$ cat src/rtl/param_stack_if.sv
// Handshake/data bundle between the control unit and the param_stack LIFO.
// Master drives push/pop/din/clr_err; slave returns the registered stack status.
// max_count is present only when STACK_WATERMARK_EN is defined.
interface param_stack_if #(
    parameter int WIDTH   = 8,
    parameter int COUNT_W = 5
);
    logic               push;
    logic               pop;
    logic               clr_err;
    logic [WIDTH-1:0]   din;
    logic [WIDTH-1:0]   dout;
    logic [COUNT_W-1:0] count;
    logic               empty;
    logic               full;
    logic               overflow;
    logic               underflow;
`ifdef STACK_WATERMARK_EN
    logic [COUNT_W-1:0] max_count;

    modport master (
        output push, pop, clr_err, din,
        input  dout, count, empty, full, overflow, underflow, max_count
    );

    modport slave (
        input  push, pop, clr_err, din,
        output dout, count, empty, full, overflow, underflow, max_count
    );
`else
    modport master (
        output push, pop, clr_err, din,
        input  dout, count, empty, full, overflow, underflow
    );

    modport slave (
        input  push, pop, clr_err, din,
        output dout, count, empty, full, overflow, underflow
    );
`endif
endinterface

$ cat src/rtl/param_stack.sv
// Parametrised LIFO with registered top-of-stack, replace-top and sticky error flags.
// Latency: every output reflects a request one clock after the request edge.
// Backpressure: none; push when full / pop when empty are dropped and flagged.
// Optional macro STACK_WATERMARK_EN adds max_count (highest occupancy since reset).
module param_stack #(
    parameter int WIDTH   = 8,
    parameter int DEPTH   = 16,
    parameter int COUNT_W = 5
) (
    input  logic        clk,
    input  logic        reset,
    param_stack_if.slave bus
);
    // Storage index width; count itself needs one more value (DEPTH) than the index.
    localparam int                 AW       = (DEPTH > 2) ? $clog2(DEPTH) : 1;
    localparam logic [COUNT_W-1:0] FULL_CNT = COUNT_W'(DEPTH);
    localparam logic [COUNT_W-1:0] ONE_CNT  = COUNT_W'(1);
    localparam logic [COUNT_W-1:0] TWO_CNT  = COUNT_W'(2);

    logic [WIDTH-1:0]   r_mem [DEPTH];
    logic [COUNT_W-1:0] r_count;
    logic [WIDTH-1:0]   r_dout;
    logic               r_overflow;
    logic               r_underflow;

    logic               w_empty;
    logic               w_full;
    logic               w_wr_en;
    logic [AW-1:0]      w_wr_idx;
    logic [AW-1:0]      w_rd_idx;
    logic [COUNT_W-1:0] w_next_count;
    logic [WIDTH-1:0]   w_next_dout;
    logic               w_ovf_evt;
    logic               w_unf_evt;

    assign w_empty = (r_count == '0);
    assign w_full  = (r_count == FULL_CNT);

    // Decode the request against the pre-edge count into write, next-count and next-top.
    always_comb begin
        w_wr_en      = 1'b0;
        w_wr_idx     = AW'(r_count);
        w_rd_idx     = AW'(r_count - TWO_CNT);
        w_next_count = r_count;
        w_next_dout  = r_dout;
        w_ovf_evt    = 1'b0;
        w_unf_evt    = 1'b0;
        case ({bus.push, bus.pop})
            2'b11: begin
                // Replace top; on an empty stack this degenerates to a plain push.
                w_wr_en     = 1'b1;
                w_next_dout = bus.din;
                if (w_empty) begin
                    w_wr_idx     = '0;
                    w_next_count = ONE_CNT;
                end else begin
                    w_wr_idx = AW'(r_count - ONE_CNT);
                end
            end
            2'b10: begin
                if (w_full) begin
                    w_ovf_evt = 1'b1;
                end else begin
                    w_wr_en      = 1'b1;
                    w_next_count = r_count + ONE_CNT;
                    w_next_dout  = bus.din;
                end
            end
            2'b01: begin
                if (w_empty) begin
                    w_unf_evt = 1'b1;
                end else begin
                    w_next_count = r_count - ONE_CNT;
                    // The new top sits two below the old count; nothing left means 0.
                    w_next_dout  = (r_count == ONE_CNT) ? '0 : r_mem[w_rd_idx];
                end
            end
            default: ;
        endcase
    end

    // Storage array is deliberately not reset; a write in a reset cycle is discarded.
    always_ff @(posedge clk) begin
        if (!reset && w_wr_en) begin
            r_mem[w_wr_idx] <= bus.din;
        end
    end

    // Occupancy, registered top and sticky flags; a new error beats a same-cycle clear.
    always_ff @(posedge clk) begin
        if (reset) begin
            r_count     <= '0;
            r_dout      <= '0;
            r_overflow  <= 1'b0;
            r_underflow <= 1'b0;
        end else begin
            r_count     <= w_next_count;
            r_dout      <= w_next_dout;
            r_overflow  <= w_ovf_evt | (r_overflow  & ~bus.clr_err);
            r_underflow <= w_unf_evt | (r_underflow & ~bus.clr_err);
        end
    end

`ifdef STACK_WATERMARK_EN
    logic [COUNT_W-1:0] r_max_count;

    // High-water mark tracks the post-edge count; only reset clears it.
    always_ff @(posedge clk) begin
        if (reset) begin
            r_max_count <= '0;
        end else if (w_next_count > r_max_count) begin
            r_max_count <= w_next_count;
        end
    end

    assign bus.max_count = r_max_count;
`endif

    assign bus.dout      = r_dout;
    assign bus.count     = r_count;
    assign bus.empty     = w_empty;
    assign bus.full      = w_full;
    assign bus.overflow  = r_overflow;
    assign bus.underflow = r_underflow;

endmodule
$ cat src/flat_wrapper.sv
// flat-port wrapper written by rule: the top's interface ports become plain ports
module param_stack_flat 
#(
    parameter int WIDTH   = 8,
    parameter int DEPTH   = 16,
    parameter int COUNT_W = 5
)
  (clk, reset, bus_push, bus_pop, bus_clr_err, bus_din, bus_dout, bus_count, bus_empty, bus_full, bus_overflow, bus_underflow);
  param_stack_if #(.WIDTH(WIDTH), .COUNT_W(COUNT_W)) bus_i ();
  input  logic clk;
  input  logic reset;
  input wire logic [$bits(bus_i.push)-1:0] bus_push;
  input wire logic [$bits(bus_i.pop)-1:0] bus_pop;
  input wire logic [$bits(bus_i.clr_err)-1:0] bus_clr_err;
  input wire logic [$bits(bus_i.din)-1:0] bus_din;
  output wire logic [$bits(bus_i.dout)-1:0] bus_dout;
  output wire logic [$bits(bus_i.count)-1:0] bus_count;
  output wire logic [$bits(bus_i.empty)-1:0] bus_empty;
  output wire logic [$bits(bus_i.full)-1:0] bus_full;
  output wire logic [$bits(bus_i.overflow)-1:0] bus_overflow;
  output wire logic [$bits(bus_i.underflow)-1:0] bus_underflow;
  assign bus_i.push = bus_push;
  assign bus_i.pop = bus_pop;
  assign bus_i.clr_err = bus_clr_err;
  assign bus_i.din = bus_din;
  assign bus_dout = bus_i.dout;
  assign bus_count = bus_i.count;
  assign bus_empty = bus_i.empty;
  assign bus_full = bus_i.full;
  assign bus_overflow = bus_i.overflow;
  assign bus_underflow = bus_i.underflow;
  param_stack #(.WIDTH(WIDTH), .DEPTH(DEPTH), .COUNT_W(COUNT_W)) u_core (.clk(clk), .reset(reset), .bus(bus_i));
endmodule
$ cat config.mk
export PLATFORM = sky130hd
export DESIGN_NAME = param_stack_flat
export DESIGN_NICKNAME = d
export VERILOG_FILES = /design/src/rtl/param_stack_if.sv /design/src/rtl/param_stack.sv /design/src/flat_wrapper.sv
export SDC_FILE = /design/constraint.sdc
export NUM_CORES = 1
export LEC_CHECK = 0
export ABC_AREA = 1
export ABC_CLOCK_PERIOD_IN_PS = 2400
export CORE_ASPECT_RATIO = 0.5
export CORE_MARGIN = 2
export CORE_UTILIZATION = 54
export CTS_CLUSTER_DIAMETER = 120
export DETAILED_ROUTE_END_ITERATION = 8
export PLACE_DENSITY = 0.78
export SLEW_MARGIN = 20
export SYNTH_ARGS = -nofsm -noshare
export SYNTH_HDL_FRONTEND = slang
export SYNTH_SLANG_ARGS = --single-unit
$ cat constraint.sdc
create_clock -name clk -period 2.4 [get_ports clk]
set_clock_uncertainty 0.15 [all_clocks]
set_input_delay 0.36 -clock clk [delete_from_list [all_inputs] [get_ports clk]]
set_output_delay 0.36 -clock clk [all_outputs]
set_load 0.01 [all_outputs]
-- Word-level counts from Yosys, hierarchy flattened
Memory sizes are Yosys's and may differ from the RTL's.
Index checks and enable logic that the tools add are counted.
W data, S select, Z words.
- flip-flop bits (word level): 15
- bits in writable memories: 128
- bits of input ports: 13
- output and inout bits: 17
- memories kept: 1
- add/subtract/negate cells: 3
- eq/ne operators: 8
- muxes and demuxes: 18
- bitwise logic cells: 5
- reduce and logical (&&, ||, !) cells: 6
- memory list (name ; words ; width ; rd ports ; clocked after memory_dff ; wr ports ; line ; text):
    u_core.r_mem ; 16 ; 8 ; 1 ; 0 ; 1 ; param_stack.sv:20 ; logic [WIDTH-1:0] r_mem [DEPTH];
- operators by type and width (cell ; count):
    $mux W8 ; 3
    $pmux W8 S3 ; 1
    $mux W5 ; 3
    $pmux W5 S3 ; 1
    $mux W4 ; 2
    $mux W1 ; 7
    $ne A2 B2 Y1 const B ; 3
    $add A5 B1 Y5 const B ; 1
    $eq A5 B1 Y1 const B ; 1
    $eq A5 B5 Y1 const B ; 1
    $logic_not A5 Y1 ; 1
    $sub A5 B1 Y5 const B ; 1
    $eq A2 B2 Y1 const B ; 2
    $reduce_and A4 Y1 ; 1
    $sub A4 B2 Y4 const B ; 1
    $reduce_and A3 Y1 ; 1
    $reduce_bool A3 Y1 ; 1
    $and A1 B1 Y1 ; 2
    $eq A2 B1 Y1 const B ; 1
    $or A1 B1 Y1 ; 2
    $pmux W1 S2 ; 1
    $logic_and A1 B1 Y1 ; 1
    $logic_not A1 Y1 ; 1
    $not A1 Y1 ; 1

-- Longest topological paths before layout
Gate-level depths: netlist of the first run.
- depth in word-level cells: 6
- gate-level depth with buffers: 13
- mapped depth without buffers: 10

-- Least setup slack after synthesis of the first run
Ideal clock, no wire load.
- kind: register -> register
- from: register u_core.r_count[0] (netlist: u_core.bus.count[0])
- to: memory u_core.r_mem[9][0] (enable)
- setup time: 0.370 ns
- arrival time: 2.014 ns
- required time: 1.880 ns
- path slack: -0.134 ns
- stages on the path, launching flop included: 11
- buffers on the path: 3
- clock period less this slack: 2.534 ns
- path through: dfxtp_1 -> buf_6 -> inv_2 -> buf_6 -> buf_6 -> ha_1 -> xnor2_1 -> o22ai_2 -> nor2_1 -> nand2_1 -> nor2_1
- longest elaborated chain between the ends: 6
- elaborated cells between the ends (all ways): 10
- classes of those cells: add/sub (1); eq/ne (1); mux (6); reduce/logical (2)
- ends and longest elaborated chain (item ; line ; text):
    start: declaration ; param_stack.sv:21 ; logic [COUNT_W-1:0] r_count;
    start signal: assignment ; param_stack.sv:97 ; r_count <= w_next_count;
    $eq A5 B5 Y1 ; param_stack.sv:37 ; assign w_full = (r_count == FULL_CNT);
    $mux W1 ; param_stack.sv:61 ; if (w_full) begin
    $pmux W1 S2 ; param_stack.sv:48 ; case ({bus.push, bus.pop})
    $logic_and A1 B1 Y1 ; param_stack.sv:84 ; if (!reset && w_wr_en) begin
    $mux W1 ; param_stack.sv:84 ;
    $mux W1 (not written as such) ; param_stack.sv:85 ; r_mem[w_wr_idx] <= bus.din;
    end: declaration ; param_stack.sv:20 ;
Parallel ways exist; a longest one is shown, timed or not.

-- Worst setup path in the final report of the first run
- from: register u_core.r_count[0] (netlist: u_core.bus.count[0])
- to: output bus_count[0]
- RTL lines (item ; line ; text):
    end: declaration ; flat_wrapper.sv:17 ; output wire logic [$bits(bus_i.count)-1:0] bus_count;
No word-level cell between the ends.

==> flow_summary.json, run 1 <==
{
  "outcome": "finished, final reports clean",
  "hp-start": "u_core.bus.overflow$_SDFF_PP0_",
  "postRouteAntennaNets": 0,
  "grt_pass1_wl_um": 24150,
  "crit_fanout": 46,
  "overflow": 0,
  "critPathTopFamily": "buffers and inverters",
  "setup_tns_ns": 0,
  "num-fill-cells": 867,
  "grtUsageMet1": 0.3389,
  "hold_end": "u_core.bus.overflow$_SDFF_PP0_",
  "ys_seq_elements": 143,
  "crit_required_ns": 1.89,
  "cp_cell_sequence": "buf_4, clkdlybuf4s50_1",
  "rsz0062_at_grt": "true",
  "gp_congestion": 0.9666,
  "port_buffers": 29,
  "rr_endpoint": "u_core.r_mem[0][2]$_DFFE_PP_",
  "tritoncts": "done",
  "pwr_density_cell_nw_per_um2": 826.4,
  "clockBufferDepth": 2,
  "grt_busiest_layer": "met2",
  "path_clk_slew_ns": 0.06,
  "insertion_delay_ns": 0.42,
  "critPathBufInv": 2,
  "wl_per_cell_um": 16.64,
  "vias": 4936,
  "setup-violations-final": 0,
  "yosysSeqAreaShare": 0.6251,
  "antenna_found_initial": 0,
  "cpPeakStageDelay_ns": 0.63,
  "grt_pass1_vias": 4535,
  "maxCapViolCount": 0,
  "wl_um": 15540,
  "hold_violations": 0,
  "reg2reg_depth": 11,
  "min_path_cells": 2,
  "cts-root-buf": "clkbuf_16",
  "start_kind": "flip-flop",
  "yosys_warnings": 0,
  "cpMaxStageDelayCell": "clkdlybuf4s50_1",
  "final_cells": 934,
  "diodes": 0,
  "drt-pass1-iter-count": 5,
  "netlist_instances": 685,
  "io_pins": 30,
  "dp.cells": 902,
  "area_growth_pct": 20.16,
  "fin_crit_ns": 2.347,
  "final_layout_size_suffix_gt1_frac": 0.1326,
  "grtUsageMet2": 0.3927,
  "synth_area_um2": 6629,
  "grtUsageTotal": 0.2492,
  "critPathCaptureType": "output pin",
  "use_met3": 0.05744,
  "core_um2": 11880,
  "dpl.hpwl_um": 10360,
  "ir_drop_mv": 0.5270,
  "reg2reg_from": "u_core.bus.count[2]$_SDFFE_PP0P_",
  "worstPathArrival_ns": 1.84,
  "fmax_mhz": 426.2,
  "cts_hold_buf": 0,
  "pre_cts_ws_ns": -0.4345,
  "slew_headroom": 0.6606,
  "p_leak_nw": 3.492,
  "drv_slew": 0,
  "tightest_slew_ns": 0.5085,
  "die_area_um2": 13230,
  "synth_fp_nets": 709,
  "setup_ws_ns": 0.05345,
  "start_util": 0.5582,
  "synth.distinct_cells": 30,
  "cts_made_buffers": 17,
  "drc": 0,
  "hp-class": "reg -> reg",
  "htreeDepth": 4,
  "fin_crit_sh": 0.9777,
  "layout.nets": 780,
  "post_cts_buffers": 0,
  "worstSetupPathType": "reg -> out",
  "grt_max_degree": 52,
  "reg2reg_setup_slack_ns": 0.13,
  "vias_per_cell": 5.285,
  "cts.sinks": 143,
  "fp-row-count": 28,
  "die_w_um": 160.7,
  "worst_hold_slack_ns": 0.3335,
  "drtIter0Drc": 544,
  "die_y_um": 82.35,
  "synth.avg_cell_area_um2": 9.677
}
[flip-flops by register name, indices dropped and copies added, names as in the netlist]
| signal | count |
|---|---|
| u_core.r_mem | 128 |
| u_core.bus.count | 5 |
| u_core.bus.dout | 8 |
| u_core.bus.overflow | 1 |
| u_core.bus.underflow | 1 |
[cells in the final DEF (no fill, tap or decap), drive strengths merged]
cell type        n
ha              11
a21boi           1
edfxtp         128
nand3          109
o21ai           16
clkdlybuf4s50   28
o211ai           1
nor2            21
o22ai            4
xnor2            1
dfxtp           15
buf             51
a21oi           24
nand2          203
inv            125
clkbuf          19
clkinv           6
xor2             1
a31oi            1
dlymetal6s2s     1
bufinv           3
[per-layer routing]
metal / up-vias / part of all wire
met4: 0 / 0.021
met3: 33 / 0.10
li1: 2373 / -
met1: 2280 / 0.43
met5: - / 0
met2: 250 / 0.44
[cells in the mapped netlist]
cell      number  area (µm²)
ha_1          11       137.6
xnor2_1        1       8.760
inv_1        115       431.7
o22ai_1        2       12.51
buf_4          1       7.510
nor2_2         1       6.260
a21oi_1       24       120.1
a31oi_1        1       6.260
nand3_2        1       10.01
nand2_1      198       743.2
nand3_1      107       535.5
clkbuf_1       7       26.28
buf_2         14       70.07
o21ai_1        7       35.03
o211ai_1       1       7.510
dfxtp_1       15       300.3
nand3_4        1       17.52
nor2_1        18       67.56
nor2_4         1       11.26
o21ai_0        9       45.04
buf_6          5       56.30
nand2_4        2       22.52
a21boi_0       1       7.510
nand2_2        3       18.77
nor2_8         1       20.02
xor2_1         1       8.760
inv_2          6       22.52
o22ai_2        2       25.02
buf_1          1       3.750
edfxtp_1     128        3844
[power breakdown]
group	switching, W	internal (W)
clock network	0.00101	0.00164
registers	0.0000236	0.00277
logic	0.000742	0.000393
[worst max-delay path by stage]
stage                                     start                           end  slack, ns  cells past startpoint
4_1_cts        u_core.bus.count[0]$_SDFFE_PP0P_                  bus_count[0]       0.05                      2
5_1_grt        u_core.bus.count[0]$_SDFFE_PP0P_                  bus_count[0]      -0.03                      2
3_5_place_dp                            bus_pop  u_core.r_mem[1][6]$_DFFE_PP_      -0.43                      9
2_1_floorplan  u_core.bus.count[0]$_SDFFE_PP0P_  u_core.r_mem[8][0]$_DFFE_PP_      -0.13                     10
3_3_place_gp                            bus_pop  u_core.r_mem[1][1]$_DFFE_PP_      -0.31                      9
6_report       u_core.bus.count[0]$_SDFFE_PP0P_                  bus_count[0]       0.05                      2
[stage by stage]
stage	total power, W	util	instance area [µm²]
detailed placement	0.003942	0.6189	7351
global placement	0.003923	0.6189	7351
floorplan	0.003536	-	6634
CTS	0.006567	0.6691	7946
finish	0.006582	0.6707	7965
global route	0.006805	0.6707	7965
[tightest hold or removal path: stages, from the launching register on]
cell     delay, ns
dfxtp_1       0.32
nand2_1       0.06
a21oi_1       0.06
[kinds of logic (layout without fill, tap and decap cells)]
family                   after synthesis  in the layout  synth area share
AND/OR/NAND/NOR                      333            333            0.2191
XOR/XNOR                               2              2          0.002643
adder cells (fa/ha/maj)               11             11           0.02076
buffers and inverters                149            233           0.09324
flip-flops                           143            143            0.6251
AO/OA/AOI/OAI                         47             47           0.03907
[repair_timing]
| item | in CTS | in global routing |
|---|---|---|
| pin swaps | 0 | 0 |
| cloned | 0 | 0 |
| resized for setup | 1 | 4 |
| setup endpoints to repair | 8 | 18 |
[layout make-up]
type,instances,area [µm²],share of cell area
timing repair buffer,80,679.4,0.08530
inverter,121,454.2,0.05702
multi-input combinational,393,1887,0.2369
tap,165,206.4,0.02592
clock buffer,19,432.9,0.05435
sequential,143,4145,0.5204
clock inverter,13,160.2,0.02011
Power figures use the tool's default switching activity.
==> run 2: changes to the inputs <==
CAP_MARGIN = 15   (was default)
==> results of run 2 <==
Same layout as run 1: the final DEF is identical, and so are final timing and power.
==> run 3: changes to the inputs <==
CORE_ASPECT_RATIO = 1.75   (was 0.5)
CORE_UTILIZATION = 55   (was 54)
DONT_BUFFER_PORTS = 1   (was default)
PLACE_DENSITY = 0.76   (was 0.78)
==> flow_summary.json, run 3 (synthesis gave the netlist of run 1 again) <==
{
  "final_common_cell": "nand2_1",
  "cts-root-buf": "clkbuf_16",
  "critPathCaptureType": "flip-flop",
  "fin_crit_sh": 0.9437,
  "start_kind": "flip-flop",
  "critPathBufInv": 2,
  "final_core_util": 0.6411,
  "setup-violations-final": 0,
  "slew_headroom": 0.3510,
  "layout.nets": 739,
  "drv_slew": 0,
  "diodes": 0,
  "drc": 0,
  "clockBufferDepth": 2,
  "p_leak_nw": 3.328,
  "wl_per_cell_um": 19.16,
  "dpl.hpwl_um": 10460,
  "critPathTopFamily": "simple AND/OR/NAND/NOR gates",
  "vias_per_cell": 5.692,
  "die_area_um2": 12980,
  "pre_cts_ws_ns": 0.07187,
  "path_clk_slew_ns": 0.06,
  "overflow": 0,
  "vias": 4924,
  "crit_fanout": 7,
  "final_layout_size_suffix_gt1_frac": 0.1126,
  "crit_top_cell": "nand2_1",
  "mostFrequentLayoutCells": "nand2_1 (198), edfxtp_1 (128), inv_1 (115)",
  "rsz0062_at_grt": "true",
  "insertion_delay_ns": 0.42,
  "tritoncts": "done",
  "area_growth_pct": 14.80,
  "core_um2": 11870,
  "worstSetupPathType": "reg -> reg",
  "cp_cell_sequence": "inv_2, ha_1, nand3_2, nand2_2, nand2_1, o21ai_1, nand2_1, nor2_1, buf_4",
  "grtUsageTotal": 0.2646,
  "multi_input_area_um2": 1874,
  "pwr_density_cell_nw_per_um2": 867.2,
  "post_cts_buffers": 0,
  "tightest_slew_ns": 0.9704,
  "grt_pass1_vias": 4689,
  "postRouteAntennaNets": 0,
  "hp-class": "in -> reg",
  "outcome": "finished, final reports clean",
  "antenna_found_initial": 0,
  "hold_violations": 0,
  "start_util": 0.5584,
  "grt_max_degree": 71,
  "largest-register": "u_core.r_mem",
  "maxCapViolCount": 0,
  "power_w": 0.006599,
  "drt-pass1-iter-count": 5,
  "largest_reg_flops": 128,
  "die_w_um": 86.99,
  "ir_drop_mv": 0.5193,
  "fin_crit_ns": 2.265,
  "fp-row-count": 53,
  "cpMaxStageDelayCell": "dfxtp_1",
  "cpPeakStageDelay_ns": 0.32,
  "cts.sinks": 143,
  "fmax_mhz": 441.5,
  "drtIter0Drc": 527,
  "crit_required_ns": 2.39,
  "wl_um": 16570,
  "die_y_um": 149.2,
  "grt_pass1_wl_um": 24620,
  "worstPathArrival_ns": 2.25,
  "io_pins": 30,
  "setup_ws_ns": 0.1352,
  "port_buffers": 0,
  "gp_congestion": 1.026,
  "seq_area_um2": 4146,
  "htreeDepth": 4,
  "cts_made_buffers": 17,
  "num-fill-cells": 897
}
-- run 3: cell types whose count changed in the layout (fill, tap and decap cells not counted), moves of 3 or more --
cell,delta
buf_4,-21
dlygate4sd3_1,+10
clkdlybuf4s50_1,-28
clkbuf_16,+5
inv_6,-3
-- run 3: path summary, 6_finish.rpt --
path | depth (start not counted) | slack [ns] | start | endpoint
max | 9 | 0.14 | u_core.bus.count[1]$_SDFFE_PP0P_ | u_core.r_mem[8][5]$_DFFE_PP_
min | 2 | 0.01 | bus_din[2] | u_core.bus.dout[2]$_SDFFE_PP0P_
max reg2reg | 9 | 0.14 | u_core.bus.count[1]$_SDFFE_PP0P_ | u_core.r_mem[8][5]$_DFFE_PP_
min reg2reg | 2 | 0.37 | u_core.bus.overflow$_SDFF_PP0_ | u_core.bus.overflow$_SDFF_PP0_
-- run 3: worst reg2reg max path, cell delays in order, from the launching register on --
cell	delay [ns]
dfxtp_1	0.32
inv_2	0.12
ha_1	0.20
nand3_2	0.11
nand2_2	0.16
nand2_1	0.07
o21ai_1	0.14
nand2_1	0.22
nor2_1	0.30
buf_4	0.20
-- run 3: area by class of cell --
type / count / share of cell area
Sequential cell: 143 / 0.5449
Multi-Input combinational cell: 393 / 0.2463
Clock buffer: 26 / 0.07695
Inverter: 121 / 0.05968
Timing Repair Buffer: 39 / 0.04176
Tap cell: 137 / 0.02253
Clock inverter: 6 / 0.007892
-- run 3: report_power, final --
part	switching (W)	internal (W)
Sequential	0.0000375	0.00277
Combinational	0.000735	0.000290
Clock	0.000972	0.00179
Total	0.00174	0.00485
-- run 3: metal layers --
metal,track usage,part of all wire,up-vias
li1,-,-,2289
met5,0,0,-
met2,0.4645,0.52,244
met3,0.05866,0.059,71
met1,0.2706,0.35,2320
met4,0.1836,0.071,0
-- run 3: repair_timing --
action	CTS	global route
hold endpoints to repair	139	0
hold buffers	10	0
endpoints found under the setup margin	0	54
gates resized for setup	0	2
-- run 3: metrics by stage --
step | setup TNS (ns) | cells | instance area [µm²] | hold slack (ns)
floorplan | -14.40 | 685 | 6634 | 0.2791
global placement | 0 | 823 | 6860 | 0.2799
detailed placement | 0 | 823 | 6860 | 0.2828
CTS | 0 | 865 | 7606 | 0.0005150
global route | -0.0002389 | 865 | 7610 | 0.02372
finish | 0 | 865 | 7610 | 0.01007
